`src/rtl/fifo_read_operation.sv`:
```
// Read-side controller for the 8-entry FIFO register file: owns the read pointer and
// occupancy count, muxes the head entry onto a registered dout and reports ack/error/overflow.
module fifo_read_operation #(
    parameter int unsigned DATA_WIDTH = 32
) (
    input  logic                      clk,
    input  logic                      reset_n,
    input  logic                      rd_en,
    input  logic                      wr_done,
    input  logic [8*DATA_WIDTH-1:0]   reg_data,
    output logic [DATA_WIDTH-1:0]     dout,
    output logic                      rd_ack,
    output logic                      rd_err,
    output logic [2:0]                rd_addr,
    output logic [3:0]                data_count,
    output logic                      empty,
    output logic                      full,
    output logic                      ovf
);

    typedef enum logic [1:0] {
        IDLE     = 2'd0,
        READ     = 2'd1,
        RD_ERROR = 2'd2
    } state_t;

    state_t                  r_state;
    state_t                  w_next_state;
    logic [DATA_WIDTH-1:0]   r_dout;
    logic [2:0]              r_rd_addr;
    logic [3:0]              r_count;
    logic                    r_ovf;
    logic                    w_empty;
    logic                    w_full;
    logic                    w_rd_acc;
    logic [DATA_WIDTH-1:0]   w_head;

    assign w_empty  = (r_count == 4'd0);
    assign w_full   = (r_count == 4'd8);
    assign w_rd_acc = rd_en & ~w_empty;

    // Head-entry mux driven only by the registered pointer.
    always_comb begin
        w_head = '0;
        for (int unsigned k = 0; k < 8; k++) begin
            if (r_rd_addr == k[2:0]) begin
                w_head = reg_data[k*DATA_WIDTH +: DATA_WIDTH];
            end
        end
    end

    always_comb begin
        w_next_state = IDLE;
        if (rd_en) begin
            w_next_state = w_empty ? RD_ERROR : READ;
        end
    end

    always_ff @(posedge clk or negedge reset_n) begin
        if (!reset_n) begin
            r_state <= IDLE;
        end else begin
            r_state <= w_next_state;
        end
    end

    always_ff @(posedge clk or negedge reset_n) begin
        if (!reset_n) begin
            r_dout    <= '0;
            r_rd_addr <= '0;
            r_count   <= '0;
            r_ovf     <= 1'b0;
        end else begin
            if (w_rd_acc) begin
                r_dout    <= w_head;
                r_rd_addr <= r_rd_addr + 3'd1;
            end
            unique case ({wr_done, w_rd_acc})
                2'b10: begin
                    if (!w_full) begin
                        r_count <= r_count + 4'd1;
                    end
                end
                2'b01:   r_count <= r_count - 4'd1;
                default: r_count <= r_count;
            endcase
            // A write arriving while full with no read to make room is dropped.
            r_ovf <= wr_done & ~w_rd_acc & w_full;
        end
    end

    assign dout       = r_dout;
    assign rd_ack     = (r_state == READ);
    assign rd_err     = (r_state == RD_ERROR);
    assign rd_addr    = r_rd_addr;
    assign data_count = r_count;
    assign empty      = w_empty;
    assign full       = w_full;
    assign ovf        = r_ovf;

endmodule
```
`config.mk`:
```
export PLATFORM = sky130hd
export DESIGN_NAME = fifo_read_operation
export DESIGN_NICKNAME = d
export VERILOG_FILES = /design/src/rtl/fifo_read_operation.sv
export SDC_FILE = /design/constraint.sdc
export NUM_CORES = 1
export LEC_CHECK = 0
export CAP_MARGIN = 20
export CORE_AREA = 2 2 118 120
export CTS_BUF_LIST = sky130_fd_sc_hd__clkbuf_4 sky130_fd_sc_hd__clkbuf_8
export DETAILED_ROUTE_END_ITERATION = 10
export DIE_AREA = 0 0 120 122
export PLACE_DENSITY = 0.73
export REMOVE_ABC_BUFFERS = 1
export SLEW_MARGIN = 15
export SYNTH_ARGS = -nofsm -noshare
export SYNTH_HDL_FRONTEND = slang
export SYNTH_SLANG_ARGS = --single-unit
```
`constraint.sdc`:
```
create_clock -name clk -period 5.3 [get_ports clk]
set_input_delay 1.59 -clock clk [delete_from_list [all_inputs] [get_ports clk]]
set_output_delay 1.59 -clock clk [all_outputs]
set_load 0.01 [all_outputs]
```
# Word level (Yosys, flattened, before mapping)
# Cells that the tools add are included.
[classes]
bitwise_logic = 5
mux = 12
addsub = 3
n_reduce_logical = 4
eq_ne = 13
[op_table]
columns = ["operator", "count"]
rows = [
  ["32-bit two-way mux", 8],
  ["3-bit equality test, second input constant", 4],
  ["4-bit one-hot mux with 2 select lines", 1],
  ["3-bit by 2-bit equality test with 1-bit output, second input constant", 2],
  ["4-bit by 1-bit adder with 4-bit output, second input constant", 1],
  ["2-bit by 1-bit equality test with 1-bit output, second input constant", 2],
  ["2-bit equality test, second input constant", 2],
  ["4-bit equality test, second input constant", 1],
  ["4-bit zero test", 1],
  ["2-bit two-way mux", 2],
  ["4-bit two-way mux", 1],
  ["4-bit by 1-bit subtractor with 4-bit output, second input constant", 1],
  ["3-bit by 1-bit adder with 3-bit output, second input constant", 1],
  ["1-bit bitwise AND", 3],
  ["3-bit by 1-bit equality test with 1-bit output, second input constant", 1],
  ["3-bit zero test", 1],
  ["2-bit != test, second input constant", 1],
  ["1-bit NOT", 2],
  ["2-bit AND reduction", 1],
  ["2-bit nonzero test", 1],
]
[word_totals]
regBits = 42
out_inout_bits = 44
elab_cells = 42
inputBits = 260

# Logic depth before layout (Yosys ltp)
[depth]
ltp_word = 9
depth_mapped = 9
depth_no_buf = 7

# Least setup slack after synthesis
# Ideal clock, no wire load.
[synth_path]
path_kind = "reg-to-output"
startpoint = "reg r_count[1], in the netlist data_count[1]"
endpoint = "out full"
path_slack_ns = 2.486
path_stages_with_launch = 4
arrival_time_ns = 1.224
required_ns = 3.710
path_buffers = 1
cell_sequence = "dfrtp_1 > buf_6 > or4b_1 > inv_1"
[synth_between]
elab_chain_len = 1
[synth_lines]
columns = ["element", "line_no", "source"]
rows = [
  ["from (decl)", "31", "logic [3:0] r_count;"],
  ["from (signal assigned)", "81", "r_count <= r_count + 4'd1;"],
  ["from (signal assigned)", "84", "2'b01: r_count <= r_count - 4'd1;"],
  ["from (signal assigned)", "85", "default: r_count <= r_count;"],
  ["4-bit equality test", "39", "assign w_full = (r_count == 4'd8);"],
  ["to (decl)", "17", "output logic full,"],
]
# No other way between the ends.

# Worst setup path in the final report
# Ends and elaborated chain as after synthesis.

==> flow_summary.yaml <==
logic_synthesis:
  synthTopCellsByArea: "dfrtp_1 24%, nand2_1 13%, a21oi_1 11%"
  ys_ff_latch: 42
  netlist_top_cells_count: "158 x nand2_1, 96 x a21oi_1, 70 x o21ai_0"
  ys.flop_type: "dfrtp_1"
  synth.most_common_cell: "nand2_1"
  yosys.area.top_type: "dfrtp_1"
  avgSynthCellArea_sq_um: 6.346
  yosysTopAreaCellShare_pct: 23.76
  synth_area_sq_um: 4423
  synth_cells: 697
  synthArstFlopShare_pct: 100.0
  synth_edf_count: 0
  yosys_warnings: 0
  synthDistinctLibCells: 37
  ys_seq_area_share_pct: 23.76
timing:
  setup_viol: 0
  finalHoldViolCount: 0
  slew_viol_final: 0
  final_period_minus_worst_setup_slack_ns: 3.722
  tightest_slew_ns: 0.9535
  max_clock_freq_ghz: 0.2687
  slew_headroom_pct: 36.29
  finalCritPeriodShare_pct: 70.22
  setup_tns_ns: 0
  rsz0062_at_grt: "no"
  fin_worst_skew_ns: 0.01432
worst_setup_path:
  critPathTopFamily: "buffers and inverters"
  cp_slowest_cell: "or4b_1"
  worstSetupStartpointType: "flip-flop"
  path_buf_inv: 2
  crit_path_end_kind: "output pin"
  cp.required_ns: 3.71
  worstPathMaxFanout: 9
  crit_chain: "or4b_1, inv_1, clkdlybuf4s50_1"
  cp_data_arrival_time_ns: 2.13
  slowest_delay_ns: 0.61
  critical_path_class: "reg -> out"
grt:
  grt_first_pass_wirelength_mm: 29.79
  grt.overflow.total: 0
  grt_pass1_vias: 5670
  grt_max_degree: 93
  grt_usage_pct: 25.48
  antenna_found_initial: 0
drt:
  vias: 5956
  first_pass_iters: 7
  antenna_left: 0
  wire_per_inst_um: 17.21
  via_per_inst: 5.280
  drc_errors: 0
  wl_mm: 19.41
  drt_iter0_drc: 542
cts:
  insertion_delay_ns: 0.30
  htree_num_levels: 2
  post-cts-setup-buffer-count: 0
  cts_resized: 0
  cts-root-buf: "clkbuf_8"
  clk_path_buf_depth: 2
  cts_num_sinks: 42
  cts_made_buffers: 5
  cts_tree: "yes"
  path_clk_slew_ns: 0.09
  holdBufCountCts: 0
final_layout:
  syn_to_final_growth_pct: 71.88
  diodes: 0
  utilization_pct: 56.30
  fin_nets: 1214
  fin_area_sq_um: 7602
  drive_above_1_share_pct: 3.165
placed_design:
  post-dp-hpwl_mm: 13.48
  io_buffers: 303
  placed_area_sq_um: 7468
  gp_congestion: 0.8022
die:
  rows: 43
  die_area_sq_um: 14640
  die-width_um: 120
  ios: 304
  core_sq_um: 13500
  start_util_pct: 32.75
  die_h_um: 122
status:
  status: "finished clean"
run:
  max_cap_viol_count: 0
hold_path:
  hp-class: "reg -> reg"
power:
  vdd_ir_drop_max_uv: 320.3
  report.power.total_mw: 3.432
  p_leak_nw: 3.238
  power_density_nw_per_um2: 451.4
==> through the flow <==
step	worst slack [ns]	hold slack (ns)	std cells
after floorplan	0.9082	0.5258	627
final	1.578	0.4994	1128
after global routing	1.498	0.5315	1128
after CTS	1.567	0.5048	1127
after detailed placement	1.506	0.4843	1119
after global placement	1.538	0.4736	1119
==> path summary, 6_finish.rpt <==
| kind | endpoint | slack [ns] | start | cells past startpoint |
|---|---|---|---|---|
| max | full | 1.58 | data_count[1] | 3 |
| min in group asynchronous | dout[19] | 1.18 | reset_n | 1 |
| min reg2reg | dout[29] | 0.50 | dout[29] | 2 |
| max reg2reg | dout[18] | 2.33 | rd_addr[2] | 7 |
| max in group asynchronous | dout[9] | 3.61 | reset_n | 2 |
| min | dout[29] | 0.50 | dout[29] | 2 |
==> power by group <==
| part | internal (mW) | switching [mW] | total (mW) |
|---|---|---|---|
| Sequential | 0.460 | 0.145 | 0.605 |
| Clock | 0.146 | 0.124 | 0.270 |
| Combinational | 1.09 | 1.46 | 2.56 |
==> layout make-up <==
type	count	area (sq um)
clock buffers	6	76.32
clock inverters	2	37.54
inverters	67	251.5
flip-flops and latches	42	1052
fillers	1319	5902
repair buffers	313	3115
well taps	180	225.2
multi-input cells	518	2844
==> kinds of logic after synthesis <==
kind of cell	Yosys count	share of synthesized area, %
compound gates	262	36.78
xor+xnor	3	0.5942
mux	1	0.2546
fa+ha+maj	7	1.980
simple gates	245	23.85
flops	42	23.76
buf+inv	137	12.79
==> worst min-delay path, delay by kind of cell (launching register included) <==
family / cells / cell delay (ns)
AO/OA/AOI/OAI: 2 / 0.12
flip-flops: 1 / 0.35
==> sequential cells by signal, summed over array words and instances, names as in the netlist <==
signal / flops
data_count: 4
dout: 32
ovf: 1
r_state: 2
rd_addr: 3
==> cells in the final DEF (no fill, tap or decap), types with 2 or more instances in the layout <==
master and instances:
nor3b_1 2, o311ai_0 2, nand2_1 158, nor2b_1 6, a221oi_1 33, ha_4 2
o21ai_1 26, inv_1 66, buf_4 9, dfrtp_1 41, o21ai_0 70, nor4_1 2
xnor2_1 2, clkbuf_8 5, clkdlybuf4s50_1 302, a222oi_1 30, a21oi_1 96, ha_1 4
and3_1 31, nor2_1 36
==> metal layers <==
| layer | wire [um] | GRT usage (%) | share of wire (%) |
|---|---|---|---|
| met1 | 8030 | 30.64 | 41 |
| met2 | 9561 | 45.95 | 49 |
| met3 | 1575 | 6.414 | 8.1 |
| met4 | 242 | 5.221 | 1.2 |
| met5 | 0 | 0 | 0 |
No activity file was read; power rests on OpenSTA's default activity.
